===== src/rtl/rv_pkg.sv =====
// Shared RV64 core constants: datapath width, register index width, load funct3 encodings.
package rv_pkg;

    localparam int unsigned XLEN  = 64;
    localparam int unsigned REG_W = 5;

    localparam logic [2:0] LB  = 3'b000;
    localparam logic [2:0] LH  = 3'b001;
    localparam logic [2:0] LW  = 3'b010;
    localparam logic [2:0] LD  = 3'b011;
    localparam logic [2:0] LBU = 3'b100;
    localparam logic [2:0] LHU = 3'b101;
    localparam logic [2:0] LWU = 3'b110;

endpackage


===== src/rtl/rv_wb_fifo.sv =====
// Synchronous FIFO buffering ALU results for the writeback stage; same-cycle push and pop allowed.
module rv_wb_fifo #(
    parameter int unsigned WIDTH = 8,
    parameter int unsigned DEPTH = 2
) (
    input  logic             clk_i,
    input  logic             rst_i,
    input  logic             push_i,
    input  logic [WIDTH-1:0] data_i,
    input  logic             pop_i,
    output logic             full_o,
    output logic             empty_o,
    output logic [WIDTH-1:0] head_o
);

    localparam int unsigned AW = $clog2(DEPTH);
    localparam logic [AW:0] FULL_CNT = (AW+1)'(DEPTH);

    logic [WIDTH-1:0] mem_q [DEPTH];
    logic [AW-1:0]    wr_ptr_q, wr_ptr_d;
    logic [AW-1:0]    rd_ptr_q, rd_ptr_d;
    logic [AW:0]      cnt_q, cnt_d;

    assign full_o  = (cnt_q == FULL_CNT);
    assign empty_o = (cnt_q == '0);
    assign head_o  = mem_q[rd_ptr_q];

    always_comb begin
        wr_ptr_d = wr_ptr_q;
        rd_ptr_d = rd_ptr_q;
        cnt_d    = cnt_q;
        if (push_i) wr_ptr_d = wr_ptr_q + 1'b1;
        if (pop_i)  rd_ptr_d = rd_ptr_q + 1'b1;
        case ({push_i, pop_i})
            2'b10:   cnt_d = cnt_q + 1'b1;
            2'b01:   cnt_d = cnt_q - 1'b1;
            default: cnt_d = cnt_q;
        endcase
    end

    always_ff @(posedge clk_i) begin
        if (rst_i) begin
            wr_ptr_q <= '0;
            rd_ptr_q <= '0;
            cnt_q    <= '0;
        end else begin
            wr_ptr_q <= wr_ptr_d;
            rd_ptr_q <= rd_ptr_d;
            cnt_q    <= cnt_d;
        end
    end

    always_ff @(posedge clk_i) begin
        if (push_i) mem_q[wr_ptr_q] <= data_i;
    end

endmodule


===== src/rtl/rv_wb.sv =====
// RV64 writeback: arbitrates buffered ALU results against load completions onto the RF write port.
// Optional combinational forwarding ports are enabled by defining RV_WB_BYPASS_EN.
module rv_wb #(
    parameter int unsigned XLEN       = rv_pkg::XLEN,
    parameter int unsigned ALU_DEPTH  = 2,
    parameter int unsigned STARVE_MAX = 4
) (
    input  logic            clk_i,
    input  logic            rst_i,
    input  logic            alu_vld_i,
    output logic            alu_rdy_o,
    input  logic [4:0]      alu_rd_i,
    input  logic [XLEN-1:0] alu_data_i,
    input  logic            lsu_vld_i,
    output logic            lsu_rdy_o,
    input  logic [4:0]      lsu_rd_i,
    input  logic [XLEN-1:0] lsu_data_i,
    input  logic [2:0]      lsu_funct3_i,
    input  logic [2:0]      lsu_addr_lo_i,
    input  logic            pend_set_i,
    input  logic [4:0]      pend_rd_i,
    output logic [31:0]     pend_o,
`ifdef RV_WB_BYPASS_EN
    output logic            fwd_vld_o,
    output logic [4:0]      fwd_reg_o,
    output logic [XLEN-1:0] fwd_data_o,
`endif
    output logic            wr_en_o,
    output logic [4:0]      wr_reg_o,
    output logic [XLEN-1:0] wr_data_o
);

    import rv_pkg::*;

    localparam int unsigned SW = $clog2(STARVE_MAX + 1);
    localparam logic [SW-1:0] STARVE_LIM = SW'(STARVE_MAX);

    logic                  fifo_full, fifo_empty, fifo_push, fifo_pop;
    logic [REG_W+XLEN-1:0] fifo_head;
    logic                  alu_push, alu_cand, alu_grant, lsu_grant;
    logic [REG_W-1:0]      cand_rd;
    logic [XLEN-1:0]       cand_data;
    logic [XLEN-1:0]       ld_shift, ld_ext;
    logic                  win_vld;
    logic [REG_W-1:0]      win_rd;
    logic [XLEN-1:0]       win_data;

    logic [SW-1:0]         starve_q, starve_d;
    logic [31:0]           pend_q, pend_d;
    logic                  wr_en_q, wr_en_d;
    logic [REG_W-1:0]      wr_reg_q, wr_reg_d;
    logic [XLEN-1:0]       wr_data_q, wr_data_d;

    rv_wb_fifo #(
        .WIDTH (REG_W + XLEN),
        .DEPTH (ALU_DEPTH)
    ) u_fifo (
        .clk_i   (clk_i),
        .rst_i   (rst_i),
        .push_i  (fifo_push),
        .data_i  ({alu_rd_i, alu_data_i}),
        .pop_i   (fifo_pop),
        .full_o  (fifo_full),
        .empty_o (fifo_empty),
        .head_o  (fifo_head)
    );

    // An empty FIFO presents the incoming ALU result directly; it is only stored if it loses.
    assign alu_rdy_o = ~fifo_full;
    assign alu_push  = alu_vld_i & ~fifo_full;
    assign alu_cand  = ~fifo_empty | alu_push;
    assign cand_rd   = fifo_empty ? alu_rd_i   : fifo_head[REG_W+XLEN-1:XLEN];
    assign cand_data = fifo_empty ? alu_data_i : fifo_head[XLEN-1:0];

    assign lsu_rdy_o = (starve_q != STARVE_LIM);
    assign lsu_grant = lsu_vld_i & lsu_rdy_o;
    assign alu_grant = alu_cand & ~lsu_grant;
    assign fifo_push = alu_push & ~(fifo_empty & alu_grant);
    assign fifo_pop  = alu_grant & ~fifo_empty;

    always_comb begin
        ld_shift = lsu_data_i >> {lsu_addr_lo_i, 3'b000};
        case (lsu_funct3_i)
            LB:      ld_ext = {{(XLEN-8){ld_shift[7]}},   ld_shift[7:0]};
            LH:      ld_ext = {{(XLEN-16){ld_shift[15]}}, ld_shift[15:0]};
            LW:      ld_ext = {{(XLEN-32){ld_shift[31]}}, ld_shift[31:0]};
            LBU:     ld_ext = {{(XLEN-8){1'b0}},          ld_shift[7:0]};
            LHU:     ld_ext = {{(XLEN-16){1'b0}},         ld_shift[15:0]};
            LWU:     ld_ext = {{(XLEN-32){1'b0}},         ld_shift[31:0]};
            default: ld_ext = ld_shift;
        endcase
    end

    assign win_vld  = lsu_grant | alu_grant;
    assign win_rd   = lsu_grant ? lsu_rd_i : cand_rd;
    assign win_data = lsu_grant ? ld_ext   : cand_data;

    always_comb begin
        starve_d = starve_q;
        if (alu_grant)
            starve_d = '0;
        else if (lsu_grant && !fifo_empty)
            starve_d = starve_q + 1'b1;

        wr_en_d   = win_vld & (win_rd != '0);
        wr_reg_d  = wr_reg_q;
        wr_data_d = wr_data_q;
        if (win_vld) begin
            wr_reg_d  = win_rd;
            wr_data_d = win_data;
        end

        // Set is applied after clear so a same-cycle re-dispatch keeps the bit.
        pend_d = pend_q;
        if (lsu_grant)                       pend_d[lsu_rd_i]  = 1'b0;
        if (pend_set_i && pend_rd_i != '0)   pend_d[pend_rd_i] = 1'b1;
        pend_d[0] = 1'b0;
    end

    always_ff @(posedge clk_i) begin
        if (rst_i) begin
            starve_q  <= '0;
            pend_q    <= '0;
            wr_en_q   <= 1'b0;
            wr_reg_q  <= '0;
            wr_data_q <= '0;
        end else begin
            starve_q  <= starve_d;
            pend_q    <= pend_d;
            wr_en_q   <= wr_en_d;
            wr_reg_q  <= wr_reg_d;
            wr_data_q <= wr_data_d;
        end
    end

    assign pend_o    = pend_q;
    assign wr_en_o   = wr_en_q;
    assign wr_reg_o  = wr_reg_q;
    assign wr_data_o = wr_data_q;

`ifdef RV_WB_BYPASS_EN
    assign fwd_vld_o  = win_vld & (win_rd != '0) & ~rst_i;
    assign fwd_reg_o  = win_rd;
    assign fwd_data_o = win_data;
`endif

endmodule


===== config.mk =====
export PLATFORM = sky130hd
export DESIGN_NAME = rv_wb
export DESIGN_NICKNAME = d
export VERILOG_FILES = /design/src/rtl/rv_pkg.sv /design/src/rtl/rv_wb_fifo.sv /design/src/rtl/rv_wb.sv
export SDC_FILE = /design/constraint.sdc
export NUM_CORES = 1
export LEC_CHECK = 0
export BUFFER_PORTS_ARGS = -buffer_cell sky130_fd_sc_hd__buf_4
export CAP_MARGIN = 5
export CORE_UTILIZATION = 35
export CTS_CLUSTER_SIZE = 8
export DETAILED_ROUTE_END_ITERATION = 8
export PLACE_DENSITY = 0.65
export REMOVE_ABC_BUFFERS = 1
export SLEW_MARGIN = 20
export SYNTH_ARGS = -nofsm -noshare
export SYNTH_HDL_FRONTEND = slang
export SYNTH_SLANG_ARGS = --single-unit
export TNS_END_PERCENT = 10

===== constraint.sdc =====
create_clock -name clk_i -period 5.3 [get_ports clk_i]
set_clock_uncertainty 0.15 [all_clocks]
set_input_delay 0.53 -clock clk_i [delete_from_list [all_inputs] [get_ports clk_i]]
set_output_delay 0.53 -clock clk_i [all_outputs]
set_load 0.01 [all_outputs]

==> impl_metrics.yaml <==
clocking:
  post_cts_buffers: 0
  numCtsBuffers: 37
  cts_tree: "done"
  ctsRootBufferMaster: "clkbuf_16"
  clock_sinks: 247
  clk_latency_ns: 0.51
  ctsResizeCount: 0
  cts_hold_buf: 0
  htree_levels: 2
  path_clk_slew_ns: 0.05
  cts_max_path_buffers: 3
timing:
  tightest_slew_ns: 1.01
  finalCritPeriodShare_pct: 57.7
  setup_viol: 0
  rsz0062_at_grt: "false"
  max-slew-margin-rel_pct: 32.6
  fmax_mhz: 327
  finalHoldViolations: 0
  finalSetupTns_ns: 0
  fin_ws_ns: 2.24
  fin_crit_ns: 3.06
  slew_violations: 0
place:
  finalWeightedCongestion: 0.875
  portBuffers: 256
  place_ws_ns: 1.70
  hpwl_um: 27400
setup_path:
  ff2ff_setup_slack_ns: 2.24
  crit_type: "in -> reg"
  max_stage_delay_ns: 0.72
  worst-r2r-cell-count: 7
  cp.required_ns: 5.49
  crit_path_top_delay_cell: "buf_4"
  path_cells: "buf_4, or2b_2, o22ai_2, o41ai_4, nor3_4, buf_4, a221oi_1"
  cpMostUsedCell: "buf_4"
  arrival_ns: 3.25
  end_kind: "flip-flop"
  startpoint_type: "primary input"
  cp_max_fo: 82
floorplan:
  die_x_um: 190
  coreArea_mm2: 0.0347
  core.rowCount: 68
  die-area_mm2: 0.0362
  die_height_um: 190
  start_util_pct: 35.7
  io_pins: 258
cells_and_area:
  syn_to_final_growth_pct: 26.6
  fin_nets: 1491
  multiInputGateArea_mm2: 0.00567
  final_common_cell: "buf_4"
  layout-drive-gt1-share_pct: 32.8
  seq_area_mm2: 0.00633
  nFillCells: 3266
  final_cell_mix: "buf_4, nand2_1, edfxtp_1"
power_and_ir_drop:
  intPower_mw: 4.33
  power_frac_seq_pct: 39.0
  peakVddDrop_uv: 202
  pwr-share-clk_pct: 34.1
  p_leak_nw: 6.00
  p_sw_share_pct: 31.6
  p_sw_mw: 2.00
  power_density_mw_per_mm2: 403
  p_comb_share_pct: 26.8
synth:
  synth_cells: 1119
  netlist_area_mm2: 0.0124
  synth_cell_type_count: 53
  ys.flop_type: "edfxtp_1"
  synth.avg_cell_area_um2: 11.1
  ys_seq_area_share_pct: 51.0
  ys_ff_latch: 247
  yosysWarnings: 0
  synth_edf_count: 138
  async_flop_share_pct: 0
global_route:
  grt-ovfl-total: 0
  grt_max_degree: 83
  grt_usage_pct: 21.4
  grt_pass1_wl_um: 58900
  antenna_found_initial: 4
  grt_pass1_vias: 9702
min_path:
  hold_path.class: "in -> reg"
  whs_path_depth: 1
routing:
  drt_iter0_markers: 687
  vias: 9807
  wirelength_um: 39200
  drc: 0
  antenna_left: 0
  wl_per_cell_um: 21.6
  dr.pass1.iters: 5
  via_per_inst: 5.40
run:
  maxCapViolCount: 0
outcome:
  status: "finished, final reports clean"
-- worst max-delay path: cells and delay by family --
| family | cells | cell delay (ns) |
|---|---|---|
| compound gates | 3 | 0.60 |
| buf+inv | 2 | 1.19 |
| simple gates | 2 | 0.85 |
-- cells in the mapped netlist (2+ instances only) --
master	count	area, µm²
nand4b_1	2	17.5
clkbuf_1	45	169
a311oi_1	2	17.5
or3_1	4	25.0
buf_6	4	45.0
nor3b_1	2	15.0
mux4_2	12	270
buf_1	12	45.0
nor3_1	14	70.1
inv_1	8	30.0
nand3_1	12	60.1
a211oi_1	22	165
nor2b_1	20	125
nand2b_1	7	43.8
nor2_1	39	146
o2bb2ai_1	5	43.8
a221oi_2	34	510
nand3b_1	4	30.0
dfxtp_1	109	2180
or2_2	4	25.0
o22ai_1	5	31.3
o211ai_1	2	15.0
and3_1	3	18.8
mux2_2	69	777
buf_2	23	115
o21ai_0	97	485
and2_1	2	12.5
edfxtp_1	138	4140
mux2i_1	126	1260
o22ai_2	3	37.5
mux2_1	3	33.8
a21oi_1	85	425
a221oi_1	13	114
nand2_1	156	586
ha_1	3	37.5
xnor2_1	3	26.3
buf_4	7	52.6
a2bb2oi_1	4	35.0
or3b_2	2	17.5
-- worst paths after layout --
| path | from | end |
|---|---|---|
| worst min register to register | wr_reg_o[0] | wr_reg_o[0] |
| worst min-delay path | alu_data_i[61] | u_fifo.mem_q[1][61] |
| worst max-delay path | lsu_addr_lo_i[0] | wr_data_o[37] |
| worst max register to register | starve_q[0] | u_fifo.mem_q[0][47] |
-- cell type report --
| cell class | instances | area share [%] |
|---|---|---|
| Clock buffer | 59 | 6.62 |
| Timing Repair Buffer | 268 | 13.0 |
| Sequential cell | 247 | 40.3 |
| Antenna cell | 3 | 0.0478 |
| Clock inverter | 3 | 0.167 |
| Inverter | 8 | 0.191 |
| Multi-Input combinational cell | 772 | 36.1 |
| Tap cell | 455 | 3.62 |
-- logic make-up (layout without fill, tap and decap cells) --
| group | after synthesis | count (layout) | share of synthesized area [%] |
|---|---|---|---|
| xor+xnor | 4 | 4 | 0.282 |
| simple gates | 276 | 276 | 10.1 |
| fa+ha+maj | 3 | 3 | 0.303 |
| other cells | 1 | 4 | 0.0302 |
| compound gates | 278 | 278 | 15.7 |
| mux | 210 | 210 | 18.9 |
| flops | 247 | 247 | 51.0 |
| buf+inv | 100 | 338 | 3.72 |
-- power groups by stage --
stage / clock (mW) / combinational [mW] / sequential, mW
2_1_floorplan: 0 / 0.992 / 2.52
3_3_place_gp: 0 / 1.68 / 2.51
3_5_place_dp: 0 / 1.71 / 2.51
4_1_cts: 2.20 / 1.71 / 2.48
5_1_grt: 2.29 / 1.87 / 2.50
6_report: 2.16 / 1.70 / 2.47
-- metal layers --
metal / share of wire, % / global-route usage [%]
met2: 46 / 33.9
met5: 0.069 / 0
met4: 2.1 / 5.60
met1: 44 / 29.0
met3: 7.7 / 5.45
-- through the flow --
stage          hold WS [ns]  std cells  cell area [µm²]  util [%]  total power, mW
6_report             0.0529       1815            15700      45.2             6.34
5_1_grt              0.0352       1812            15700      45.2             6.66
4_1_cts              0.0352       1812            15700      45.2             6.39
3_5_place_dp          0.315       1750            14600      42.1             4.22
3_3_place_gp          0.311       1749            14600      42.1             4.19
2_1_floorplan         0.320       1027            12000         -             3.51
-- sequential cells by signal, summed over array words and instances (netlist names), named ones only --
name             count
pend_o              31
starve_q             3
u_fifo.cnt_q         2
u_fifo.mem_q       138
u_fifo.rd_ptr_q      1
u_fifo.wr_ptr_q      1
wr_data_o           64
wr_en_o              1
wr_reg_o             5
No activity file was read; power rests on OpenSTA's default activity.
